==> config.mk <==
export PLATFORM = sky130hd
export DESIGN_NAME = laser_point_streamer_flat
export DESIGN_NICKNAME = d
export VERILOG_FILES = /design/src/rtl/laser_point_streamer_if.sv /design/src/rtl/laser_point_streamer.sv /design/src/flat_wrapper.sv
export SDC_FILE = /design/constraint.sdc
export NUM_CORES = 1
export LEC_CHECK = 0
export ABC_AREA = 1
export BUFFER_PORTS_ARGS = -buffer_cell sky130_fd_sc_hd__clkbuf_2
export CORE_ASPECT_RATIO = 1.2
export CORE_MARGIN = 2
export CORE_UTILIZATION = 53
export CTS_BUF_LIST = sky130_fd_sc_hd__clkbuf_16
export CTS_CLUSTER_SIZE = 14
export DETAILED_ROUTE_END_ITERATION = 8
export GPL_ROUTABILITY_DRIVEN = 0
export PLACE_DENSITY_LB_ADDON = 0.12
export SYNTH_ARGS = -nofsm -noshare
export SYNTH_HDL_FRONTEND = slang
export SYNTH_SLANG_ARGS = --single-unit
==> constraint.sdc <==
create_clock -name CLK -period 6.35 [get_ports CLK]
set_input_delay 0.3175 -clock CLK [delete_from_list [all_inputs] [get_ports CLK]]
set_output_delay 0.3175 -clock CLK [all_outputs]
set_load 0.01 [all_outputs]
==> src/rtl/laser_point_streamer_if.sv <==
// Bundle of every signal exchanged between laser_point_streamer and its
// environment: the host side (point writes, START, BUSY, results) and the
// laser core side (RST/X/Y out, C1X..C2Y/DONE in).
//   master : the environment (host plus laser core). It drives the writes, START and core results.
//   slave  : the streamer itself.
interface laser_point_streamer_if;
  logic        WEN;
  logic [5:0]  WADDR;
  logic [3:0]  WX;
  logic [3:0]  WY;
  logic        START;
  logic        BUSY;
  logic        LRST;
  logic [3:0]  X;
  logic [3:0]  Y;
  logic [3:0]  C1X;
  logic [3:0]  C1Y;
  logic [3:0]  C2X;
  logic [3:0]  C2Y;
  logic        DONE;
  logic [15:0] RES;
  logic        RES_VALID;
  logic        TIMEOUT;

  modport master (
    output WEN, WADDR, WX, WY, START, C1X, C1Y, C2X, C2Y, DONE,
    input  BUSY, LRST, X, Y, RES, RES_VALID, TIMEOUT
  );

  modport slave (
    input  WEN, WADDR, WX, WY, START, C1X, C1Y, C2X, C2Y, DONE,
    output BUSY, LRST, X, Y, RES, RES_VALID, TIMEOUT
  );
endinterface

==> src/rtl/laser_point_streamer.sv <==
// laser_point_streamer: buffers NPTS host-written (X,Y) points. On START it
// pulses the laser core reset for one cycle, then streams the points on NPTS
// consecutive cycles. It then waits for the core's DONE and captures the two
// circle centres into RES with a one-cycle RES_VALID pulse.
//
// Ports:
//   CLK  - clock, rising edge
//   RST  - asynchronous active-high reset
//   bus  - laser_point_streamer_if.slave. Host side: WEN/WADDR/WX/WY,
//          START, BUSY, RES, RES_VALID, TIMEOUT. Core side: LRST, X, Y,
//          C1X/C1Y/C2X/C2Y, DONE.
//
// Optional feature: define LASER_STREAM_TIMEOUT_EN to give up waiting for
// DONE after TO_CYCLES cycles in WAIT_DONE. This pulses TIMEOUT and returns
// to IDLE. Without it, WAIT_DONE waits indefinitely and TIMEOUT is tied low.
module laser_point_streamer #(
  parameter int NPTS      = 40,
  parameter int TO_CYCLES = 4096
) (
  input  logic                  CLK,
  input  logic                  RST,
  laser_point_streamer_if.slave bus
);

  typedef enum logic [1:0] {IDLE, CRST, STREAM, WAIT_DONE} state_t;

  localparam logic [5:0] LAST = 6'(NPTS - 1);

  state_t     state, state_next;
  logic [5:0] idx, idx_next;
  logic       capture;
  logic       expire;

  // Point storage is deliberately outside the reset domain.
  logic [7:0] pts [NPTS];

  always_ff @(posedge CLK) begin
    if (bus.WEN && (state == IDLE) && (bus.WADDR <= LAST))
      pts[bus.WADDR] <= {bus.WX, bus.WY};
  end

`ifdef LASER_STREAM_TIMEOUT_EN
  localparam int TW = $clog2(TO_CYCLES + 1);
  logic [TW-1:0] to_cnt;

  // Held at zero outside WAIT_DONE, so it starts from zero on every entry.
  always_ff @(posedge CLK or posedge RST) begin
    if (RST)
      to_cnt <= '0;
    else if (state != WAIT_DONE)
      to_cnt <= '0;
    else
      to_cnt <= to_cnt + 1'b1;
  end

  // The limit is reached on the TO_CYCLES-th edge spent in WAIT_DONE.
  // A DONE on that same edge takes priority.
  assign expire = (state == WAIT_DONE) && !bus.DONE &&
                  (to_cnt == TW'(TO_CYCLES - 1));
`else
  assign expire = 1'b0;
`endif

  always_comb begin
    state_next = state;
    idx_next   = idx;
    capture    = 1'b0;
    case (state)
      IDLE: begin
        if (bus.START) state_next = CRST;
      end
      CRST: begin
        state_next = STREAM;
        idx_next   = '0;
      end
      STREAM: begin
        if (idx == LAST) state_next = WAIT_DONE;
        else             idx_next   = idx + 6'd1;
      end
      WAIT_DONE: begin
        if (bus.DONE) begin
          capture    = 1'b1;
          state_next = IDLE;
        end else if (expire) begin
          state_next = IDLE;
        end
      end
      default: state_next = IDLE;
    endcase
  end

  // Outputs are registered from the next state. This makes each output line
  // up with the state it belongs to in the same cycle. LRST therefore sits
  // in CRST, and point k appears in the k-th STREAM cycle.
  always_ff @(posedge CLK or posedge RST) begin
    if (RST) begin
      state         <= IDLE;
      idx           <= '0;
      bus.BUSY      <= 1'b0;
      bus.LRST      <= 1'b1;
      bus.X         <= '0;
      bus.Y         <= '0;
      bus.RES       <= '0;
      bus.RES_VALID <= 1'b0;
      bus.TIMEOUT   <= 1'b0;
    end else begin
      state    <= state_next;
      idx      <= idx_next;
      bus.BUSY <= (state_next != IDLE);
      bus.LRST <= (state_next == CRST);
      if (state_next == STREAM) begin
        bus.X <= pts[idx_next][7:4];
        bus.Y <= pts[idx_next][3:0];
      end else begin
        bus.X <= '0;
        bus.Y <= '0;
      end
      if (capture)
        bus.RES <= {bus.C1X, bus.C1Y, bus.C2X, bus.C2Y};
      bus.RES_VALID <= capture;
      bus.TIMEOUT   <= expire;
    end
  end

endmodule

==> src/flat_wrapper.sv <==
// flat-port wrapper written by rule: the top's interface ports become plain ports
module laser_point_streamer_flat 
#(
  parameter int NPTS      = 40,
  parameter int TO_CYCLES = 4096
)
  (CLK, RST, bus_WEN, bus_WADDR, bus_WX, bus_WY, bus_START, bus_C1X, bus_C1Y, bus_C2X, bus_C2Y, bus_DONE, bus_BUSY, bus_LRST, bus_X, bus_Y, bus_RES, bus_RES_VALID, bus_TIMEOUT);
  laser_point_streamer_if bus_i ();
  input  logic CLK;
  input  logic RST;
  input wire logic [$bits(bus_i.WEN)-1:0] bus_WEN;
  input wire logic [$bits(bus_i.WADDR)-1:0] bus_WADDR;
  input wire logic [$bits(bus_i.WX)-1:0] bus_WX;
  input wire logic [$bits(bus_i.WY)-1:0] bus_WY;
  input wire logic [$bits(bus_i.START)-1:0] bus_START;
  input wire logic [$bits(bus_i.C1X)-1:0] bus_C1X;
  input wire logic [$bits(bus_i.C1Y)-1:0] bus_C1Y;
  input wire logic [$bits(bus_i.C2X)-1:0] bus_C2X;
  input wire logic [$bits(bus_i.C2Y)-1:0] bus_C2Y;
  input wire logic [$bits(bus_i.DONE)-1:0] bus_DONE;
  output wire logic [$bits(bus_i.BUSY)-1:0] bus_BUSY;
  output wire logic [$bits(bus_i.LRST)-1:0] bus_LRST;
  output wire logic [$bits(bus_i.X)-1:0] bus_X;
  output wire logic [$bits(bus_i.Y)-1:0] bus_Y;
  output wire logic [$bits(bus_i.RES)-1:0] bus_RES;
  output wire logic [$bits(bus_i.RES_VALID)-1:0] bus_RES_VALID;
  output wire logic [$bits(bus_i.TIMEOUT)-1:0] bus_TIMEOUT;
  assign bus_i.WEN = bus_WEN;
  assign bus_i.WADDR = bus_WADDR;
  assign bus_i.WX = bus_WX;
  assign bus_i.WY = bus_WY;
  assign bus_i.START = bus_START;
  assign bus_i.C1X = bus_C1X;
  assign bus_i.C1Y = bus_C1Y;
  assign bus_i.C2X = bus_C2X;
  assign bus_i.C2Y = bus_C2Y;
  assign bus_i.DONE = bus_DONE;
  assign bus_BUSY = bus_i.BUSY;
  assign bus_LRST = bus_i.LRST;
  assign bus_X = bus_i.X;
  assign bus_Y = bus_i.Y;
  assign bus_RES = bus_i.RES;
  assign bus_RES_VALID = bus_i.RES_VALID;
  assign bus_TIMEOUT = bus_i.TIMEOUT;
  laser_point_streamer #(.NPTS(NPTS), .TO_CYCLES(TO_CYCLES)) u_core (.CLK(CLK), .RST(RST), .bus(bus_i));
endmodule
-- Yosys cells after proc, flatten, opt, wreduce, memory -nomap -nowiden
Memories as Yosys holds them, arrays and structs flattened.
Cells that the tools add are included.
- mux-type cells: 12
- add/sub/neg operators: 1
- magnitude comparators: 1
- div/mod/pow operators: 0
- $mul: 0
- reduce and logical (&&, ||, !) cells: 4
- equal/unequal tests: 6
- shift-type cells: 0
- bitwise operators: 0
- operators by type and width (cell ; count):
    case mux 6 bit (2 select lines) ; 1
    two-way mux 4 bit ; 2
    case mux 2 bit (4 select lines) ; 1
    adder 6 x 1 -> 6 bit, second input constant ; 1
    equality test 2 bit, second input constant ; 3
    equality test 6 bit, second input constant ; 1
    <= comparator 6 bit, second input constant ; 1
    two-way mux 2 bit ; 3
    two-way mux 6 bit ; 1
    equality test 2 x 1 -> 1 bit, second input constant ; 2
    two-way mux 1 bit ; 4
    logical AND 1 bit ; 2
    zero test 2 bit ; 1
    nonzero test 2 bit ; 1
- bits of input ports: 35
- bits in read-only memories: 0
- bits in latches: 0
- RAM bits: 320
- flip-flop bits (word level): 35
- memories kept: 1
- output and inout bits: 28
- memory list (memory ; words ; width ; rd ports ; clocked after memory_dff ; wr ports ; RTL line ; RTL):
    u_core.pts ; 40 ; 8 ; 1 ; 0 ; 1 ; laser_point_streamer.sv:35 ; logic [7:0] pts [NPTS];

-- Longest topological paths before layout
- depth after elaboration: 5
- mapped depth: 17
- depth with buffers taken out: 16

-- Worst setup path before layout
No wires, ideal clock.
- path type: flip-flop to flip-flop
- start: register u_core.state[0]
- end: memory u_core.pts[37][0], enable pin
- cell stages (with the launch flop): 7
- clock period less this slack: 2.464 ns
- arrival time: 2.069 ns
- path slack: 3.886 ns
- buffers on the path: 0
- library setup time: 0.395 ns
- cells stage by stage: dfrtp_1 inv_1 ha_1 nand2_1 nor2_1 nand2_1 nor4_1
- cells in the longest elaborated chain, start to end: 5
- RTL lines (item ; RTL line ; RTL):
    start, declared ; laser_point_streamer.sv:29 ; state_t state, state_next;
    start signal, assigned ; laser_point_streamer.sv:107 ; state <= state_next;
    zero test 2 bit ; laser_point_streamer.sv:38 ; if (bus.WEN && (state == IDLE) && (bus.WADDR <= LAST))
    logical AND 1 bit (2 in a row) ; laser_point_streamer.sv:38 ;
    two-way mux 1 bit ; laser_point_streamer.sv:38 ;
    two-way mux 1 bit (not written as such) ; laser_point_streamer.sv:39 ; pts[bus.WADDR] <= {bus.WX, bus.WY};
    end, declared ; laser_point_streamer.sv:35 ;
No other way between the ends.

-- Worst setup path in the final report
- start: register u_core.state[1]
- end: register u_core.bus.Y[2]
- cells in the longest elaborated chain, start to end: 4
- elaborated cells between the ends (all ways): 12
- classes of those cells: eq/ne: 4; mux: 6; reduce/logical: 1; memory: 1
- RTL lines (item ; RTL line ; RTL):
    equality test 2 bit, or another cell as far along ; laser_point_streamer.sv:68 ; case (state)
    case mux 6 bit (2 select lines) / case mux 2 bit (4 select lines) (equally long branches) ; laser_point_streamer.sv:68 ;
    memory read (40 x 8 bit) / equality test 2 bit (equally long branches) ; - ;
    two-way mux 4 bit * ; laser_point_streamer.sv:111 ; if (state_next == STREAM) begin
    end signal, assigned ; laser_point_streamer.sv:113 ; bus.Y <= pts[idx_next][3:0];
    end, declared ; laser_point_streamer_if.sv:32 ; output BUSY, LRST, X, Y, RES, RES_VALID, TIMEOUT
Every way passes the cells marked *; elsewhere a longest branch is shown, timed or not.
A chain may end at the register's enable or synchronous reset.

==> impl_summary.md <==
GRT
The total grt overflow is 0. The largest net degree at the start of global routing is roughly 80. The via count of the first global-routing pass is approximately 10000. The first-pass GRT wire length is 58900 um. The number of antenna violations at the first check in global routing is 1.

The total global routing track utilization is 26.5%.

Synthesis
The count of synthesis-stage warnings from yosys is 0. The multiplexer fraction of the synthesized cell area is 0%. The share of the Yosys chip area taken by registers is 69.8%. The post-synthesis register bit count is approximately 360.

The adder and majority gate portion of the synthesized area is 0.500%. The synthesized netlist net count is around 1400. The area share of and/or/nand/nor cells after synthesis is roughly a quarter. The leading area contributor after synthesis is sky130_fd_sc_hd__edfxtp_1. By area the synthesized netlist is led by sky130_fd_sc_hd__edfxtp_1, sky130_fd_sc_hd__nand3_1, sky130_fd_sc_hd__nand2_1.

Yosys mapped the design onto 35 distinct sky130hd cell types. The synthesized netlist occupies a cell area of between 0.015 and 0.02 mm2. Of the post-synthesis cell area, the dominant cell type holds 63.9%.

Averaged over all synthesized cells, the footprint is roughly 11 um2. The combinational family with the most area after synthesis is simple AND/OR/NAND/NOR gates. The synthesized netlist cell count is between 1000 and 1500.

After Yosys synthesis, XOR and XNOR cells account for 0.0583% of the synthesized area. Summing the areas of all compound-gate instances in the mapped netlist gives 0.549% of the synthesized area.

Route
The ratio of routed vias to standard cells is 5.89. The total via count in the routed design is a little over 10000. Dividing the detail-routed wire length by the instance count gives 22.0 um. In this run, the number of DRC markers left after iteration 0 of detailed routing was 1134. The final layout contains routed wiring with a total length of just under 40000 um. For this run, design rule violations remaining after detail routing come to 0. The first detailed-routing pass took 6 iterations. The remaining number of nets flagged by the antenna check after routing is 0.

Power and ir drop
The maximum vdd drop is ~0.55 mV. Total power for the finished layout comes to 9.35 mW. In this run the power density over the cells is roughly 560 mW/mm2.

The leakage power is 6.36 nW.

Flow run
Max-cap violations in this run came to 0.

Clocking
Buffers added to address setup during post-CTS repair amount to 0. The clock passes through at most 3 buffers. For the worst-skew pair, the clock arrives at the later sink with an insertion delay of ~0.52 ns. The TritonCTS buffer count is 37. Clock-pin slew was measured on the worst setup and hold paths at 0.06 ns. The sink count of the clock tree is 355. CTS built an H-tree with a depth of 2. Clock tree synthesis selected as its root buffer the cell sky130_fd_sc_hd__clkbuf_16.

The TritonCTS clock tree is built.

Floorplanning
The starting utilization of the core area is between 50% and 60%. The area of the core is approximately 0.028 mm2. The floorplan has 67 rows. The overall die width is 158 um. The number of placed I/O pins is 63.

The overall die area is between 0.02 and 0.03 mm2. The y dimension of the die is about 190 um.

STA
Setup repair after global routing left no endpoint under its margin. In the final timing run, aggregate negative setup slack is 0 ns. The worst pin sits at a relative slew slack of between 20% and 30%. The highest clock frequency the design can meet is roughly 0.27 GHz. The number of pins with negative max-slew slack in the final report was 0. Setup violations remaining at the end of the flow were counted as 0. The hold violation total from the final report was 0. The post-layout minimum cycle time is 3.73 ns. Between clock sinks in the finished design, the worst skew comes to ~0.011 ns. The pin slew with the least headroom to its limit is 1.09 ns. The final cycle utilization of the critical path is roughly 59%. Final hold analysis gives a worst-case slack of between 0.006 and 0.007 ns.

The post-route worst setup slack is 2.62 ns.

Worst setup path
The number of buffers and inverters on the critical path is 2. The slowest stage of the critical path is the sky130_fd_sc_hd__buf_4 cell. Traced cell by cell, the critical path runs through inv_1 -> ha_1 -> nand2_1 -> nand2_2 -> nand2_1 -> nor2_4 -> buf_4 -> nand2_1 -> nand2_1 -> nand2_1 -> nand3_1 -> nand3_1 -> nand3_1 -> nand2_1 -> a21oi_1. For the worst setup path, the data required time is just under 7 ns. The critical path endpoint category is a flip-flop. On the worst path, the slowest cell contributes a delay of roughly 0.55 ns. The startpoint kind of the worst setup timing path is a flip-flop. Data arrives at the worst endpoint at around 4.2 ns. Along the worst path, the maximum fanout reaches a little under 50.

The most common cell type on the critical path is sky130_fd_sc_hd__nand2_1. The cell family contributing the most delay on the critical path is simple AND/OR/NAND/NOR gates. The setup path with the least slack is of type reg2reg.

Place
Detailed placement ended at an HPWL of approximately 23000 um. Timing analysis after detailed placement gives a worst setup slack of about 2.7 ns. In this run the tool buffered the top-level ports with 61 buffer cells.

The area after detailed placement is roughly 0.016 mm2. After detailed placement, the design holds a cell count of 1691.

Final layout
The area growth from synthesis to final layout is 11.2%. The post-layout instance area is roughly 0.017 mm2. Leaving out fill and tap cells, the most frequent cells in the layout are sky130_fd_sc_hd__edfxtp_1, sky130_fd_sc_hd__nand2_1, sky130_fd_sc_hd__nand3_1. The post-route netlist has roughly a tenth of its cells at a drive strength greater than 1. At the end of the flow, the number of nets in the layout was roughly 1400.

The post-route non-filler standard cell count is 1766. After filler insertion, the fill cell instance count of the layout stands at 2294. The antenna cell count is 0. The most common cell after layout, fill and taps aside is sky130_fd_sc_hd__edfxtp_1. Cells fill 59.9% of the core in the end.

Worst hold path
The worst hold path belongs to the class in2reg.

Outcome
The run finished with clean final reports.
[final timing paths]
| path | startpoint | end | slack [ns] | cells after the start |
|---|---|---|---|---|
| min reg2reg | u_core.bus.RES[6] | u_core.bus.RES[6] | 0.48 | 2 |
| max | u_core.state[1] | u_core.bus.Y[2] | 2.62 | 15 |
| min | bus_C2X[0] | u_core.bus.RES[4] | 0.007 | 3 |
| max reg2reg | u_core.state[1] | u_core.bus.Y[2] | 2.62 | 15 |
| max in group asynchronous | RST | u_core.bus.LRST | 5.57 | 4 |
| min in group asynchronous | RST | u_core.bus.RES[13] | 0.43 | 4 |
[where the power goes]
| group | total, mW | switching, mW | internal, mW |
|---|---|---|---|
| combinational | 4.63 | 3.33 | 1.30 |
| clock | 2.03 | 0.873 | 1.15 |
| sequential | 2.70 | 0.0553 | 2.64 |
[layout make-up]
cell class / count / area [um2] / area share, %
Inverter: 75 / 282 / 1.68
Clock buffer: 39 / 976 / 5.84
Tap cell: 379 / 474 / 2.84
Timing Repair Buffer: 84 / 508 / 3.04
Clock inverter: 29 / 163 / 0.973
Sequential cell: 355 / 10500 / 62.8
Multi-Input combinational cell: 805 / 3820 / 22.9
[routing by layer]
metal	share of wire, %	GRT usage, %
met5	0.028	0
met4	2.8	8.46
met3	7.4	3.52
met2	49	42.9
met1	41	37.4
[synth_stat cells (all sizes together)]
cell     instances
edfxtp         320
nand2          317
nand3          309
nand4           93
inv             74
buf             73
nor2            55
dfrtp           34
clkbuf          11
nor3             7
ha               6
o21ai            5
nor4             2
a211o            1
a21oi            1
a22oi            1
a31oi            1
clkinv           1
conb             1
dfstp            1
nand3b           1
o211ai           1
o21bai           1
o2bb2ai          1
or2              1
xnor2            1
[what timing repair did]
item / in CTS / in global routing
gates resized for setup: 0 / 0
hold endpoints to repair: 40 / 0
hold buffers: 7 / 0
[cells by family after synthesis]
kind of cell	Yosys count
buffers and inverters	159
XOR/XNOR	1
adder cells (fa/ha/maj)	6
AO/OA/AOI/OAI	12
AND/OR/NAND/NOR	785
other	1
flip-flops	355
[registers in the layout (all words and copies together) (netlist names)]
register              count
u_core.pts              320
u_core.bus.BUSY           1
u_core.bus.X              4
u_core.bus.RES           16
u_core.bus.LRST           1
u_core.idx                6
u_core.bus.Y              4
u_core.bus.RES_VALID      1
u_core.state              2
[tightest hold or removal path: cells and delay by family]
kind / cells / cell delay (ns)
simple gates: 2 / 0.09
buf+inv: 1 / 0.07
No activity file was read; power rests on OpenSTA's default activity.
